<file path="config.mk">
export PLATFORM = sky130hd
export DESIGN_NAME = seven_seg_scanner
export DESIGN_NICKNAME = d
export VERILOG_FILES = /design/src/rtl/seven_seg_pkg.sv /design/src/rtl/seg_decoder.sv /design/src/rtl/seven_seg_scanner.sv
export SDC_FILE = /design/constraint.sdc
export NUM_CORES = 1
export LEC_CHECK = 0
export CORE_MARGIN = 2
export CORE_UTILIZATION = 56
export CTS_CLUSTER_DIAMETER = 100
export CTS_CLUSTER_SIZE = 16
export DETAILED_ROUTE_END_ITERATION = 8
export MAX_ROUTING_LAYER = met4
export PLACE_DENSITY_LB_ADDON = 0.2
export SYNTH_ARGS = -nofsm -noshare
export SYNTH_HDL_FRONTEND = slang
export SYNTH_SLANG_ARGS = --single-unit
export TNS_END_PERCENT = 100
</file>
<file path="constraint.sdc">
create_clock -name CLK -period 2.87 [get_ports CLK]
set_input_delay 0.574 -clock CLK [delete_from_list [all_inputs] [get_ports CLK]]
set_output_delay 0.574 -clock CLK [all_outputs]
set_load 0.05 [all_outputs]
</file>
<file path="src/rtl/seven_seg_pkg.sv">
// Shared constants for the seven-segment scanner: segment encodings,
// the blank pattern and the default geometry.
package seven_seg_pkg;

    localparam int DIGITS_DEFAULT   = 4;
    localparam int PRESCALE_DEFAULT = 100000;

    // All segments off (segments are active-low).
    localparam logic [6:0] SEG_BLANK = 7'b1111111;

    // Active-low segment patterns, bit 6 = segment a ... bit 0 = segment g.
    // Listed from nibble F down to nibble 0 so entry [n] decodes nibble n.
    localparam logic [15:0][6:0] SEG_TABLE = {
        7'b0111000,  // F
        7'b0110000,  // E
        7'b1000010,  // d
        7'b0110001,  // C
        7'b1100000,  // b
        7'b0001000,  // A
        7'b0001100,  // 9
        7'b0000000,  // 8
        7'b0001111,  // 7
        7'b0100000,  // 6
        7'b0100100,  // 5
        7'b1001100,  // 4
        7'b0000110,  // 3
        7'b0010010,  // 2
        7'b1001111,  // 1
        7'b0000001   // 0
    };

endpackage

</file>
<file path="src/rtl/seg_decoder.sv">
// Combinational hex-nibble to active-low seven-segment decoder.
module seg_decoder
    import seven_seg_pkg::*;
(
    input  logic [3:0] nibble,
    output logic [6:0] seg
);

    // Straight table lookup; no state.
    assign seg = SEG_TABLE[nibble];

endmodule

</file>
<file path="src/rtl/seven_seg_scanner.sv">
// Multiplexed seven-segment display scanner with double-buffered display
// data (shadow/active), frame-synchronous updates and leading-zero blanking.
module seven_seg_scanner
    import seven_seg_pkg::*;
#(
    parameter int DIGITS   = DIGITS_DEFAULT,
    parameter int PRESCALE = PRESCALE_DEFAULT
) (
    input  logic                  CLK,
    input  logic                  RST,
    input  logic                  enable,
    input  logic                  load,
    input  logic [4*DIGITS-1:0]   value,
    input  logic [DIGITS-1:0]     dp,
    input  logic                  blank_lz,
    output logic [DIGITS-1:0]     an,
    output logic [7:1]            seven,
    output logic                  dp_n,
    output logic                  pending,
    output logic                  frame_tick
);

    localparam int PW = $clog2(PRESCALE);
    localparam int IW = (DIGITS > 1) ? $clog2(DIGITS) : 1;
    localparam logic [PW-1:0] PRESC_LAST = PW'(PRESCALE - 1);
    localparam logic [IW-1:0] IDX_LAST   = IW'(DIGITS - 1);

    logic [PW-1:0]          presc_reg;
    logic [IW-1:0]          idx_reg;
    logic                   tick_reg;

    logic [4*DIGITS-1:0]    shadow_value_reg;
    logic [DIGITS-1:0]      shadow_dp_reg;
    logic                   shadow_blz_reg;
    logic [4*DIGITS-1:0]    active_value_reg;
    logic [DIGITS-1:0]      active_dp_reg;
    logic                   active_blz_reg;
    logic                   pending_reg;

    logic [DIGITS-1:0]      an_reg;
    logic [6:0]             seven_reg;
    logic                   dp_n_reg;

    logic                   slot_end;
    logic                   frame_wrap;
    logic [DIGITS-1:0][3:0] active_nibbles;
    logic [DIGITS:0]        zero_above;
    logic [DIGITS-1:0]      blank_mask;
    logic [3:0]             cur_nibble;
    logic                   cur_dp;
    logic                   cur_blank;
    logic [6:0]             seg_dec;
    logic [DIGITS-1:0]      an_next;

    // The last cycle of a slot, and the last cycle of the last slot (frame wrap).
    assign slot_end   = enable && (presc_reg == PRESC_LAST);
    assign frame_wrap = slot_end && (idx_reg == IDX_LAST);

    // Prescaler, digit index and the frame pulse; everything parks at 0 when disabled.
    always_ff @(posedge CLK or posedge RST) begin
        if (RST) begin
            presc_reg <= '0;
            idx_reg   <= '0;
            tick_reg  <= 1'b0;
        end else if (!enable) begin
            presc_reg <= '0;
            idx_reg   <= '0;
            tick_reg  <= 1'b0;
        end else begin
            tick_reg <= frame_wrap;
            if (slot_end) begin
                presc_reg <= '0;
                idx_reg   <= (idx_reg == IDX_LAST) ? '0 : idx_reg + IW'(1);
            end else begin
                presc_reg <= presc_reg + PW'(1);
            end
        end
    end

    // Double buffer: loads land in shadow and move to active only at a frame
    // wrap (or straight away while the display is disabled). A load on the
    // wrap cycle itself bypasses shadow so it is not delayed a whole frame.
    always_ff @(posedge CLK or posedge RST) begin
        if (RST) begin
            shadow_value_reg <= '0;
            shadow_dp_reg    <= '0;
            shadow_blz_reg   <= 1'b0;
            active_value_reg <= '0;
            active_dp_reg    <= '0;
            active_blz_reg   <= 1'b0;
            pending_reg      <= 1'b0;
        end else begin
            if (load) begin
                shadow_value_reg <= value;
                shadow_dp_reg    <= dp;
                shadow_blz_reg   <= blank_lz;
            end
            if (load && frame_wrap) begin
                active_value_reg <= value;
                active_dp_reg    <= dp;
                active_blz_reg   <= blank_lz;
                pending_reg      <= 1'b0;
            end else if (pending_reg && (frame_wrap || !enable)) begin
                active_value_reg <= shadow_value_reg;
                active_dp_reg    <= shadow_dp_reg;
                active_blz_reg   <= shadow_blz_reg;
                // A load arriving with the disabled-mode transfer stays queued.
                pending_reg      <= load;
            end else if (load) begin
                pending_reg      <= 1'b1;
            end
        end
    end

    // Leading-zero detection: zero_above[k] is set when nibbles k..DIGITS-1
    // are all zero. Digit 0 always stays lit so a zero value still shows "0".
    assign active_nibbles     = active_value_reg;
    assign zero_above[DIGITS] = 1'b1;
    for (genvar gi = 0; gi < DIGITS; gi++) begin : g_blank
        assign zero_above[gi] = zero_above[gi+1] && (active_nibbles[gi] == 4'd0);
        if (gi == 0) begin : g_first
            assign blank_mask[gi] = 1'b0;
        end else begin : g_upper
            assign blank_mask[gi] = active_blz_reg && zero_above[gi];
        end
    end

    assign cur_nibble = active_nibbles[idx_reg];
    assign cur_dp     = active_dp_reg[idx_reg];
    assign cur_blank  = blank_mask[idx_reg];

    seg_decoder u_seg_decoder (
        .nibble (cur_nibble),
        .seg    (seg_dec)
    );

    // One-hot-low anode pattern for the current index.
    always_comb begin
        an_next          = '1;
        an_next[idx_reg] = 1'b0;
    end

    // Registered display drive; a blanked or disabled slot turns everything off.
    always_ff @(posedge CLK or posedge RST) begin
        if (RST) begin
            an_reg    <= '1;
            seven_reg <= SEG_BLANK;
            dp_n_reg  <= 1'b1;
        end else if (!enable || cur_blank) begin
            an_reg    <= '1;
            seven_reg <= SEG_BLANK;
            dp_n_reg  <= 1'b1;
        end else begin
            an_reg    <= an_next;
            seven_reg <= seg_dec;
            dp_n_reg  <= ~cur_dp;
        end
    end

    assign an         = an_reg;
    assign seven      = seven_reg;
    assign dp_n       = dp_n_reg;
    assign pending    = pending_reg;
    assign frame_tick = tick_reg;

endmodule

</file>
# == After elaboration in Yosys (flattened, before gate mapping) ==
# Memory sizes are Yosys's and may differ from the RTL's.
# Cells that the tools add are included.
# totals
regBits,75
rom_bits,112
ram_bits,0
n_memories,1
output_inout_bits,14
latch_bits,0
# op_classes
n_eq_ne,3
shift,0
n_mux,27
order_cmp,3
n_bitwise,2
mul,0
reduce_logical,18
n_addsub,2
div_mod_pow,0
# mem_list
name,words,word_bits,read_ports,rd_clocked_by_memory_dff,write_ports,line_no,source
(no name shown),16,7,1,0,0,seg_decoder.sv:10,assign seg = SEG_TABLE[nibble];
# op_table
op,n
two-way mux 17 bit,2
two-way mux 16 bit,2
"adder 17 x 1 -> 17 bit, second input constant",1
"equality test 17 bit, second input constant",1
two-way mux 4 bit,4
two-way mux 7 bit,2
logical NOT 4 bit,3
logical AND 1 bit,10
two-way mux 1 bit,10
binary-select mux 4 bit (select 2 bit),1
two-way mux 2 bit,3
"less-than comparator 4 x 5 -> 1 bit, second input constant",1
binary-select mux 1 bit (select 2 bit),2
inverter 4 bit,1
"less-than comparator 2 x 3 -> 1 bit, second input constant",1
nonzero test 3 bit,1
"adder 2 x 1 -> 2 bit, second input constant",1
demux 1 bit (select 2 bit),1
"equality test 2 bit, second input constant",1
"greater-or-equal comparator 2 x 1 -> 1 bit, second input constant",1
logical OR 1 bit,2
"inequality test 2 x 1 -> 1 bit, second input constant",1
nonzero test 2 bit,1
logical NOT 1 bit,1
inverter 1 bit,1

# == Depth between registers and ports, before layout ==
# Gate-level depths: netlist (run 1).
# depth
ltp_word,8
ltp_mapped,9

# == Modules after synthesis ==
# A second synthesis (run 1) with hierarchy kept.
# hier_totals
hier_cells,297
area_unflattened_um2,3590.9
# by_module_without_submodules
module,n_inst,cells_each,seq_area_each_um2,area_each_um2
seven_seg_scanner,1,262,1891.8,3331.9
seg_decoder,1,35,0.0,259.0

# == Worst setup path before layout (run 1) ==
# Ideal clock, no wire load.
# synth_timing
path_type,reg2reg
from,register idx_reg[0]
to,register seven_reg[5] (netlist: seven[6])
required_time_ps,2780
setup_time_ps,90
period_less_slack_ps,2131
setup_slack_ps,739
arrival_ps,2041
stages_incl_launch_ff,9
path_cell_list,dfrtp_1 -> buf_2 -> mux4_2 -> inv_1 -> ha_1 -> nor2b_1 -> a21o_1 -> a32oi_1 -> nand2_1
# synth_via
elab_chain_cells,5
elab_cells_between_ends,8
classes_between,mux: 6; reduce/logical: 1; memory: 1
# synth_rtl
element,line_no,source
start: declaration,seven_seg_scanner.sv:29,logic [IW-1:0] idx_reg;
start signal: assignment,seven_seg_scanner.sv:73,idx_reg <= (idx_reg == IDX_LAST) ? '0 : idx_reg + IW'(1);
binary-select mux 4 bit (select 2 bit),seven_seg_scanner.sv:128,assign cur_nibble = active_nibbles[idx_reg];
two-way mux 4 bit (implied by the code),seven_seg_scanner.sv:128,
memory read (16 x 7 bit),n/a,
two-way mux 7 bit (implied by the code),seg_decoder.sv:10,
two-way mux 7 bit (*),seven_seg_scanner.sv:149,end else if (!enable || cur_blank) begin
end signal: assignment,seven_seg_scanner.sv:155,seven_reg <= seg_dec;
end: declaration,seven_seg_scanner.sv:41,logic [6:0] seven_reg;
# Mark *: on every way between the ends. The rest lies on a longest branch, timed or not. The select of a mux whose other input is x is not followed.
# A chain may end at the register's enable or synchronous reset.

# == Worst setup path in the final report (run 1) ==
# layout_timing
from,register pending_reg (netlist: pending)
to,output port pending
# layout_lines
element,line_no,source
start: declaration,seven_seg_scanner.sv:38,logic pending_reg;
start signal: assignment,seven_seg_scanner.sv:108,pending_reg <= load;
end: declaration,seven_seg_scanner.sv:19,"output logic pending,"
# No word-level cell between the ends.

==> flow_summary_export.csv, run 1 <==
group,metric,value,unit
outcome,status,"finished, final reports clean",
drt,drt-initial-drc-count,123,
yosys,synth_top_family_by_area,"simple AND/OR/NAND/NOR gates",
die,initial_utilization,57.0,%
timing,setup_viol,0,
timing,rsz0062_at_grt,"no",
layout,multi_input_area,1530,µm²
layout,area_delta_synth_final,18.5,%
layout,final_core_util,67.6,%
global_route,grt_pass1_vias,2352,
timing,max_clock_freq,0.416,GHz
layout,drive_gt1_share,21.5,%
job,max_cap_viol_count,0,
die,die_h,83.7,µm
worst_setup_path,critPathLaunchType,"flop",
worst_setup_path,slowest_stage,"clkdlybuf4s50_1",
yosys,syn_area,3560,µm²
timing,holdWs,0.491,ns
worst_setup_path,crit_buf_inv,1,
timing,min_period_over_period,83.8,%
clock_tree,cts_tree,"built",
clock_tree,clock-sinks,75,
yosys,postSynthNetCount,329,
clock_tree,htree_levels,3,
clock_tree,insertion_delay,0.36,ns
pwr,leakage,1.74,nW
die,core_area,6240,µm²
yosys,synth.yosys.seq_area_share,53.2,%
yosys,ys_ff_latch,75,
timing,period_minus_slack,2.40,ns
yosys,synth.most_common_cell,"dfrtp_1",
yosys,syn_area_per_cell,12.1,µm²
yosys,synthCells,293,
layout,n_antenna_cell,0,
layout,finalNonFillerCells,412,
yosys,synthAdderAreaFrac,3.87,%
yosys,synth_top_cell_by_area,"dfrtp_1",
place,port_buffers,38,
layout,fillers,470,
worst_setup_path,cp_cell_sequence,"clkdlybuf4s50_1",
yosys,synth_edf_count,0,
worst_hold_path,min_path_type,"flop to flop",
timing,maxSlewViolCount,0,
global_route,grt_pass1_wl,11.5,mm
worst_setup_path,critPathKind,"flop to output port",
drt,drt-total-wl,6.80,mm
timing,slew_headroom,58.2,%
pwr,vdd_drop_max,406,µV
yosys,synth_area_leaders,"dfrtp_1, dfstp_2, mux2_2",
global_route,grt_max_degree,38,
yosys,synth-main-ff-cell,"dfrtp_1",
clock_tree,post_cts_buffers,0,
place,gp_congestion,0.797,
global_route,grt_util_all_layers,21.8,%
timing,hold_viol_final,0,
place,dp_hpwl,4.53,mm
global_route,antenna_found_initial,0,
worst_setup_path,cp-end-kind,"output port",
worst_setup_path,rrSetupSlack,0.47,ns
worst_setup_path,cp_top_family,"buffers and inverters",
pwr,powerDensity,612,nW/µm²
timing,clock_skew,0.0103,ns
yosys,synth_common_cells,"dfrtp_1, mux2_2, nor2_1, nand2_1, o22ai_1",
yosys,synth_warnings,0,
worst_setup_path,worst-path-max-fanout,11,
worst_setup_path,critical_path_arrival,1.83,ns
drt,vias,2387,
clock_tree,numCtsBuffers,9,
layout,layout.nets,367,
worst_setup_path,max_stage_delay,0.88,ns
yosys,synthXorXnorAreaFrac,3.20,%
drt,drc_errors,0,
pwr,finalPower,0.00258,W
global_route,overflow,0,
drt,post_drt_wl_per_cell,16.5,µm
die,io_pins,39,
layout,largest_reg_flops,17,
timing,worst_pin_slew,0.627,ns
yosys,synth_compound_area_share,12.5,%
yosys,synthMuxAreaShare,10.7,%
layout,regArea,1890,µm²
clock_tree,clk_pin_slew,0.07,ns
die,fp.dieW,83.7,µm
yosys,ys_async_sr_fraction,100,%
drt,postRouteAntennaNets,0,
place,dp_cells,397,
drt,drt_first_pass_iters,4,
timing,totalNegativeSetupSlack,0,ns
yosys,yosysTopAreaCellShare,44.3,%
die,die-area,7010,µm²
yosys,synthSimpleGateAreaFrac,12.7,%
worst_setup_path,cp.required,2.30,ns
die,fp-row-count,29,
clock_tree,root_buffer,"clkbuf_8",
clock_tree,cts_resized,0,
clock_tree,cts_hold_buf,0,
clock_tree,clockBufferDepth,2,
drt,vias_per_cell,5.79,
yosys,ys_types,47,
==> cell usage in the layout, fill, tap and decap left out, drive strengths merged, types with 3 or more instances in the layout <==
| master | count |
|---|---|
| dfrtp | 63 |
| clkdlybuf4s50 | 38 |
| mux2 | 22 |
| nor2 | 21 |
| nand2 | 17 |
| o22ai | 15 |
| a2bb2oi | 14 |
| clkbuf | 13 |
| dfstp | 12 |
| ha | 11 |
| nand3 | 9 |
| xor2 | 9 |
| inv | 9 |
| nand4b | 7 |
| o221a | 7 |
| buf | 7 |
| a21oi | 6 |
| mux4 | 5 |
| and3 | 5 |
| nand4 | 5 |
| o21ai | 5 |
| xnor2 | 4 |
| nor3 | 3 |
| o221ai | 3 |
| nor4 | 3 |
==> power breakdown <==
| part | switching, W | total [W] | internal, W |
|---|---|---|---|
| sequential | 0.0000621 | 0.00123 | 0.00117 |
| clock | 0.000371 | 0.000881 | 0.000510 |
| combinational | 0.000247 | 0.000467 | 0.000220 |
==> stage by stage <==
stage	cell area (µm²)	worst slack, ns
2_1_floorplan	3560	0.406
3_3_place_gp	4010	0.559
3_5_place_dp	4010	0.511
4_1_cts	4220	0.443
5_1_grt	4220	0.295
6_report	4220	0.465
==> path summary, 6_finish.rpt <==
check                      depth (start not counted)                   start                              end
setup / recovery                                   1     pending$_DFFE_PP0P_                          pending
hold / removal                                     1  presc_reg[0]$_DFF_PP0_           presc_reg[0]$_DFF_PP0_
setup reg to reg                                   7  idx_reg[0]$_DFFE_PP0P_               seven[6]$_DFF_PP1_
hold reg to reg                                    1  presc_reg[0]$_DFF_PP0_           presc_reg[0]$_DFF_PP0_
max in group asynchronous                          3                     RST                   dp_n$_DFF_PP1_
min in group asynchronous                          2                     RST  shadow_value_reg[1]$_DFFE_PP0P_
==> cells by family (layout without fill, tap and decap cells) <==
kind of cell / count (synthesis) / after routing
flops: 75 / 75
compound gates: 58 / 58
simple gates: 80 / 80
mux: 29 / 29
xor+xnor: 13 / 13
fa+ha+maj: 11 / 11
buf+inv: 27 / 69
==> layer usage <==
| metal | up-vias | wire (µm) | track usage, % |
|---|---|---|---|
| met3 | 9 | 274 | 5.74 |
| met1 | 1170 | 3240 | 29.7 |
| met2 | 52 | 3180 | 31.9 |
| met4 | 0 | 102 | 7.92 |
| met5 | - | 0 | - |
| li1 | 1156 | - | - |
==> area by class of cell <==
| class | instances | share of cell area (%) |
|---|---|---|
| Timing Repair Buffer | 45 | 10.9 |
| Inverter | 9 | 0.801 |
| Clock buffer | 13 | 3.53 |
| Clock inverter | 2 | 1.42 |
| Multi-Input combinational cell | 191 | 36.3 |
| Sequential cell | 75 | 44.9 |
| Tap cell | 77 | 2.28 |
No activity file was read; power rests on OpenSTA's default activity.
==> inputs of run 2 (changes only) <==
--- a/config.mk
+++ b/config.mk
@@ -6,7 +6,7 @@
 export NUM_CORES = 1
 export LEC_CHECK = 0
 export CORE_MARGIN = 2
-export CORE_UTILIZATION = 56
+export CORE_UTILIZATION = 51
 export CTS_CLUSTER_DIAMETER = 100
 export CTS_CLUSTER_SIZE = 16
 export DETAILED_ROUTE_END_ITERATION = 8
==> constraint.sdc (replaced) <==
create_clock -name CLK -period 2.2 [get_ports CLK]
set_input_delay 0.44 -clock CLK [delete_from_list [all_inputs] [get_ports CLK]]
set_output_delay 0.44 -clock CLK [all_outputs]
set_load 0.05 [all_outputs]
==> run 2 against run 1 <==
Net effect:
- largest power group unchanged
- wire length down 2.2%
- design area rose by 1.8%
- die area is 9.3% higher
- non-clock buffer count is 8 higher
- worst hold slack is essentially flat
- clock power is 33% higher
- count of clock-buffer cells in the layout fell by 2
- worst setup slack worse by 0.37 ns
- total power grew 32%
- sequential share of layout area decreased by 0.78 points
- critical path type unchanged
- sequential power increased by 31%
==> flow_summary_export.csv, run 2 (synthesis results as in run 1) <==
group,metric,value,unit
worst_setup_path,critPathKind,"flop to output port",
die,core_area,6760,µm²
global_route,overflow,0,
layout,layout_commonest_cell,"dfrtp_1",
drt,highest-signal-layer,"met4",
global_route,grt_pass1_vias,2335,
drt,vias,2384,
worst_setup_path,reg2reg_depth,7,
worst_setup_path,reg2reg_to,"active_nibbles[8]$_DFFE_PP0P_",
pwr,leakage,1.78,nW
place,port_buffers,38,
drt,drt-initial-drc-count,154,
place,place_ws,0.191,ns
drt,vias_per_cell,5.62,
worst_setup_path,critical_path_arrival,1.66,ns
worst_setup_path,cp-end-kind,"output port",
worst_setup_path,slowest_stage,"clkdlybuf4s50_1",
timing,period_minus_slack,2.10,ns
worst_hold_path,min-delay-start,"presc_reg[0]$_DFF_PP0_",
layout,drive_gt1_share,24.4,%
timing,setup_viol,0,
global_route,grt_util_all_layers,19.9,%
timing,clock_skew,0.0108,ns
pwr,swShare,26.6,%
clock_tree,clock-sinks,75,
layout,mostFrequentLayoutCells,"dfrtp_1, clkdlybuf4s50_1, mux2_2",
die,die-area,7660,µm²
timing,hold_viol_final,0,
worst_setup_path,rrSetupSlack,0.18,ns
clock_tree,htree_levels,3,
layout,postLayoutCellArea,4290,µm²
die,initial_utilization,52.7,%
drt,post_drt_wl_per_cell,15.7,µm
worst_setup_path,worst-path-max-fanout,1,
layout,fillers,543,
drt,drc_errors,0,
layout,area_delta_synth_final,20.6,%
worst_setup_path,cp_top_family,"buffers and inverters",
pwr,combPwrFrac,18.2,%
worst_hold_path,whs_path_depth,1,
drt,postRouteAntennaNets,0,
worst_setup_path,critPathLaunchType,"flop",
global_route,antenna_found_initial,0,
die,io_pins,39,
timing,fin_ws,0.0978,ns
die,die_h,87.5,µm
clock_tree,root_buffer,"clkbuf_8",
timing,totalNegativeSetupSlack,0,ns
pwr,switching_power,0.000903,W
clock_tree,clk_pin_slew,0.08,ns
clock_tree,post_cts_buffers,0,
layout,final_core_util,63.5,%
pwr,clkPwrFrac,34.4,%
worst_setup_path,timing.rr.start,"presc_reg[0]$_DFF_PP0_",
clock_tree,clockBufferDepth,2,
layout,layout.nets,375,
timing,maxSlewViolCount,0,
pwr,powerDensity,791,nW/µm²
job,max_cap_viol_count,0,
worst_setup_path,crit_buf_inv,1,
drt,drt_first_pass_iters,4,
outcome,status,"finished, final reports clean",
timing,slew_headroom,65.6,%
timing,rsz0062_at_grt,"no",
die,fp.dieW,87.5,µm
clock_tree,cts_tree,"built",
place,dp_hpwl,4.50,mm
drt,drt-total-wl,6.64,mm
place,dp_cells,408,
clock_tree,numCtsBuffers,9,
timing,max_clock_freq,0.476,GHz
place,postPlaceCellArea,4070,µm²
global_route,grt_pass1_wl,11.4,mm
layout,finalNonFillerCells,424,
worst_setup_path,max_stage_delay,0.79,ns
worst_setup_path,cp_cell_sequence,"clkdlybuf4s50_1",
place,gp_congestion,0.861,
clock_tree,cts_resized,0,
global_route,grt_max_degree,76,
worst_setup_path,cp.required,1.76,ns
layout,largest_reg_flops,17,
clock_tree,cts_hold_buf,0,
pwr,vdd_drop_max,433,µV
layout,n_antenna_cell,0,
pwr,cell_internal_pwr,0.00249,W
drt,wl_met1,3.29,mm
timing,worst_pin_slew,0.512,ns
die,fp-row-count,30,
pwr,seqPwrFrac,47.4,%
drt,routed-wl-met3,226,µm
clock_tree,insertion_delay,0.35,ns
worst_hold_path,whs_endpoint,"presc_reg[0]$_DFF_PP0_",
worst_hold_path,min_path_type,"flop to flop",
timing,min_period_over_period,95.6,%
drt,wl_met2,3.04,mm
## run 2: cell count changes in the layout (fill, tap and decap cells not counted)
| cell | before | now |
|---|---|---|
| buf_4 | 5 | 14 |
| clkbuf_1 | 3 | 1 |
| clkinv_2 | 0 | 2 |
| clkinvlp_4 | 0 | 2 |
| clkdlybuf4s50_1 | 38 | 37 |
| inv_2 | 1 | 0 |
## run 2: area by class of cell
class                      count  area, µm²  area share (%)
clock inverter                 5       77.6            1.81
multi-input combinational    191       1530            35.6
clock buffer                  11        141            3.29
inverter                       9       37.5           0.874
timing repair buffer          53        515            12.0
sequential                    75       1890            44.1
tap                           80        100            2.33
## run 2: per-layer routing
metal | vias to the layer above | global-route usage [%]
met3 | 8 | 5.56
met2 | 41 | 28.2
li1 | 1177 | -
met5 | - | -
met4 | 0 | 6.85
met1 | 1158 | 27.7
## run 2: power by group through the flow
stage	logic [W]	clock network, W	registers, W
after global placement	0.000608	0	0.00163
after detailed placement	0.000622	0	0.00164
after floorplan	0.000338	0	0.00171
final	0.000618	0.00117	0.00161
after global routing	0.000669	0.00126	0.00163
after CTS	0.000626	0.00119	0.00161
## run 2: worst max path at each step
stage / to / cells after the start / slack (ns) / from
5_1_grt: active_nibbles[12]$_DFFE_PP0P_ / 7 / 0.006 / presc_reg[0]$_DFF_PP0_
2_1_floorplan: seven[6]$_DFF_PP1_ / 8 / 0.07 / idx_reg[0]$_DFFE_PP0P_
3_3_place_gp: seven[6]$_DFF_PP1_ / 7 / 0.23 / idx_reg[0]$_DFFE_PP0P_
4_1_cts: seven[6] / 1 / 0.09 / seven[6]$_DFF_PP1_
6_report: dp_n / 1 / 0.1 / dp_n$_DFF_PP1_
3_5_place_dp: seven[6]$_DFF_PP1_ / 7 / 0.19 / idx_reg[0]$_DFFE_PP0P_
## run 2: stage by stage
step	total power [W]	hold slack, ns
global placement	0.00224	0.465
detailed placement	0.00226	0.481
global route	0.00356	0.512
finish	0.00340	0.491
CTS	0.00343	0.492
floorplan	0.00205	0.455
==> inputs of run 3 (changes only) <==
--- a/config.mk
+++ b/config.mk
@@ -5,6 +5,7 @@
 export SDC_FILE = /design/constraint.sdc
 export NUM_CORES = 1
 export LEC_CHECK = 0
+export CORE_ASPECT_RATIO = 0.75
 export CORE_MARGIN = 2
 export CORE_UTILIZATION = 51
 export CTS_CLUSTER_DIAMETER = 100
==> run 3 against run 2 <==
Net effect:
- flip-flop and latch count unchanged
- design area up 0.64%
- total power down 1.8%
- die area about the same
- non-clock buffer count unchanged
- count of clock-buffer cells in the layout unchanged
- worst hold slack worse by 0.074 ns
- wire length up 7.7%
- critical path type unchanged
- critical endpoint is now an[1]
==> flow_summary_export.csv, run 3 (synthesis results as in run 1) <==
group,metric,value,unit
clock_tree,numCtsBuffers,9,
worst_setup_path,worst-path-max-fanout,1,
layout,fillers,555,
global_route,grt_max_degree,33,
die,io_pins,39,
global_route,grt_util_all_layers,21.6,%
pwr,leakage,1.78,nW
timing,period_minus_slack,2.12,ns
outcome,status,"finished, final reports clean",
worst_setup_path,cp_top_family,"buffers and inverters",
worst_setup_path,reg2reg_depth,7,
timing,max_clock_freq,0.471,GHz
layout,layout.nets,375,
worst_setup_path,timing.rr.start,"presc_reg[0]$_DFF_PP0_",
drt,drt_first_pass_iters,4,
place,port_buffers,38,
die,die-area,7670,µm²
clock_tree,clk_pin_slew,0.08,ns
timing,worst_pin_slew,0.510,ns
layout,layout_commonest_cell,"dfrtp_1",
worst_setup_path,rrSetupSlack,0.18,ns
layout,regArea,1890,µm²
worst_setup_path,max_stage_delay,0.80,ns
job,max_cap_viol_count,0,
worst_hold_path,min_path_type,"input pin to asynchronous set/reset pin",
layout,largest_reg_flops,17,
pwr,vdd_drop_max,453,µV
timing,hold_viol_final,0,
layout,drive_gt1_share,25.3,%
drt,vias_per_cell,5.66,
layout,area_delta_synth_final,21.4,%
worst_setup_path,cp-end-kind,"output port",
die,die_h,76.3,µm
timing,clock_skew,0.00966,ns
timing,rsz0062_at_grt,"no",
worst_setup_path,crit_buf_inv,1,
die,core_area,6800,µm²
clock_tree,cts_resized,0,
layout,multi_input_area,1530,µm²
layout,n_antenna_cell,0,
global_route,grt_pass1_wl,12.5,mm
pwr,powerDensity,772,nW/µm²
timing,totalNegativeSetupSlack,0,ns
die,fp-row-count,26,
layout,mostFrequentLayoutCells,"dfrtp_1, clkdlybuf4s50_1, mux2_2",
place,dp_hpwl,4.94,mm
clock_tree,root_buffer,"clkbuf_8",
drt,drc_errors,0,
timing,holdWs,0.416,ns
worst_setup_path,slowest_stage,"clkdlybuf4s50_1",
clock_tree,cts_hold_buf,0,
worst_setup_path,critical_path_arrival,1.68,ns
drt,postRouteAntennaNets,0,
worst_setup_path,critPathLaunchType,"flop",
global_route,grt_pass1_vias,2459,
worst_setup_path,reg2reg_to,"active_nibbles[5]$_DFFE_PP0P_",
clock_tree,insertion_delay,0.35,ns
global_route,overflow,0,
clock_tree,clock-sinks,75,
clock_tree,post_cts_buffers,0,
drt,vias,2422,
drt,drt-initial-drc-count,126,
timing,setup_viol,0,
timing,slew_headroom,65.7,%
worst_setup_path,critPathKind,"flop to output port",
drt,post_drt_wl_per_cell,16.7,µm
clock_tree,cts_tree,"built",
place,gp_congestion,0.825,
timing,min_period_over_period,96.4,%
timing,maxSlewViolCount,0,
drt,drt-total-wl,7.15,mm
clock_tree,clockBufferDepth,2,
die,fp.dieW,100,µm
global_route,antenna_found_initial,0,
clock_tree,htree_levels,3,
worst_setup_path,cp_cell_sequence,"clkdlybuf4s50_1",
worst_setup_path,cp.required,1.76,ns
die,initial_utilization,52.3,%
run 3: cell count changes in the layout (fill, tap and decap cells not counted):
cell and change:
and4_1 -1, and4_4 +1, buf_12 +2, buf_4 -2, bufinv_16 -1, clkbuf_1 -1
clkbuf_8 +1, clkinv_2 -2, clkinv_4 +1, clkinvlp_4 +2, dfrtp_1 -1, dfrtp_2 +1
run 3: cell type report:
cell class / instances / share of cell area [%]
sequential: 75 / 43.8
multi-input combinational: 191 / 35.4
clock buffer: 11 / 3.50
timing repair buffer: 53 / 12.5
clock inverter: 5 / 1.42
tap: 84 / 2.43
inverter: 9 / 0.869
run 3: how the worst max path moves through the flow:
stage	startpoint	endpoint	slack (ns)	cells past startpoint
finish	an[1]$_DFF_PP1_	an[1]	0.08	1
global route	presc_reg[0]$_DFF_PP0_	active_nibbles[5]$_DFFE_PP0P_	0.02	7
CTS	an[1]$_DFF_PP1_	an[1]	0.06	1
detailed placement	idx_reg[0]$_DFFE_PP0P_	seven[6]$_DFF_PP1_	0.10	7
global placement	enable	active_blz_reg$_DFFE_PP0P_	0.19	6
floorplan	idx_reg[0]$_DFFE_PP0P_	seven[6]$_DFF_PP1_	0.07	8
run 3: per-layer routing:
layer	routed length, µm	track usage [%]	up-vias
met1	3520	31.0	1184
li1	-	-	1176
met5	0	-	-
met3	334	5.78	11
met2	3210	29.7	51
met4	93	7.95	0
run 3: power by group:
group,switching (W),internal [W],total [W],leakage (nW)
sequential,0.0000848,0.00153,0.00161,0.889
clock,0.000510,0.000587,0.00110,0.0978
combinational,0.000326,0.000300,0.000626,0.794
total,0.000921,0.00242,0.00334,1.78
run 3: stage by stage:
step,util [%],std cells,cell area (µm²),total power (W),setup WS [ns]
final,63.5,428,4320,0.00334,0.0783
after global routing,63.5,428,4320,0.00350,0.0214
after CTS,63.5,428,4320,0.00337,0.0571
after detailed placement,60.4,412,4100,0.00227,0.103
after global placement,60.4,412,4100,0.00225,0.188
after floorplan,-,293,3560,0.00205,0.0693
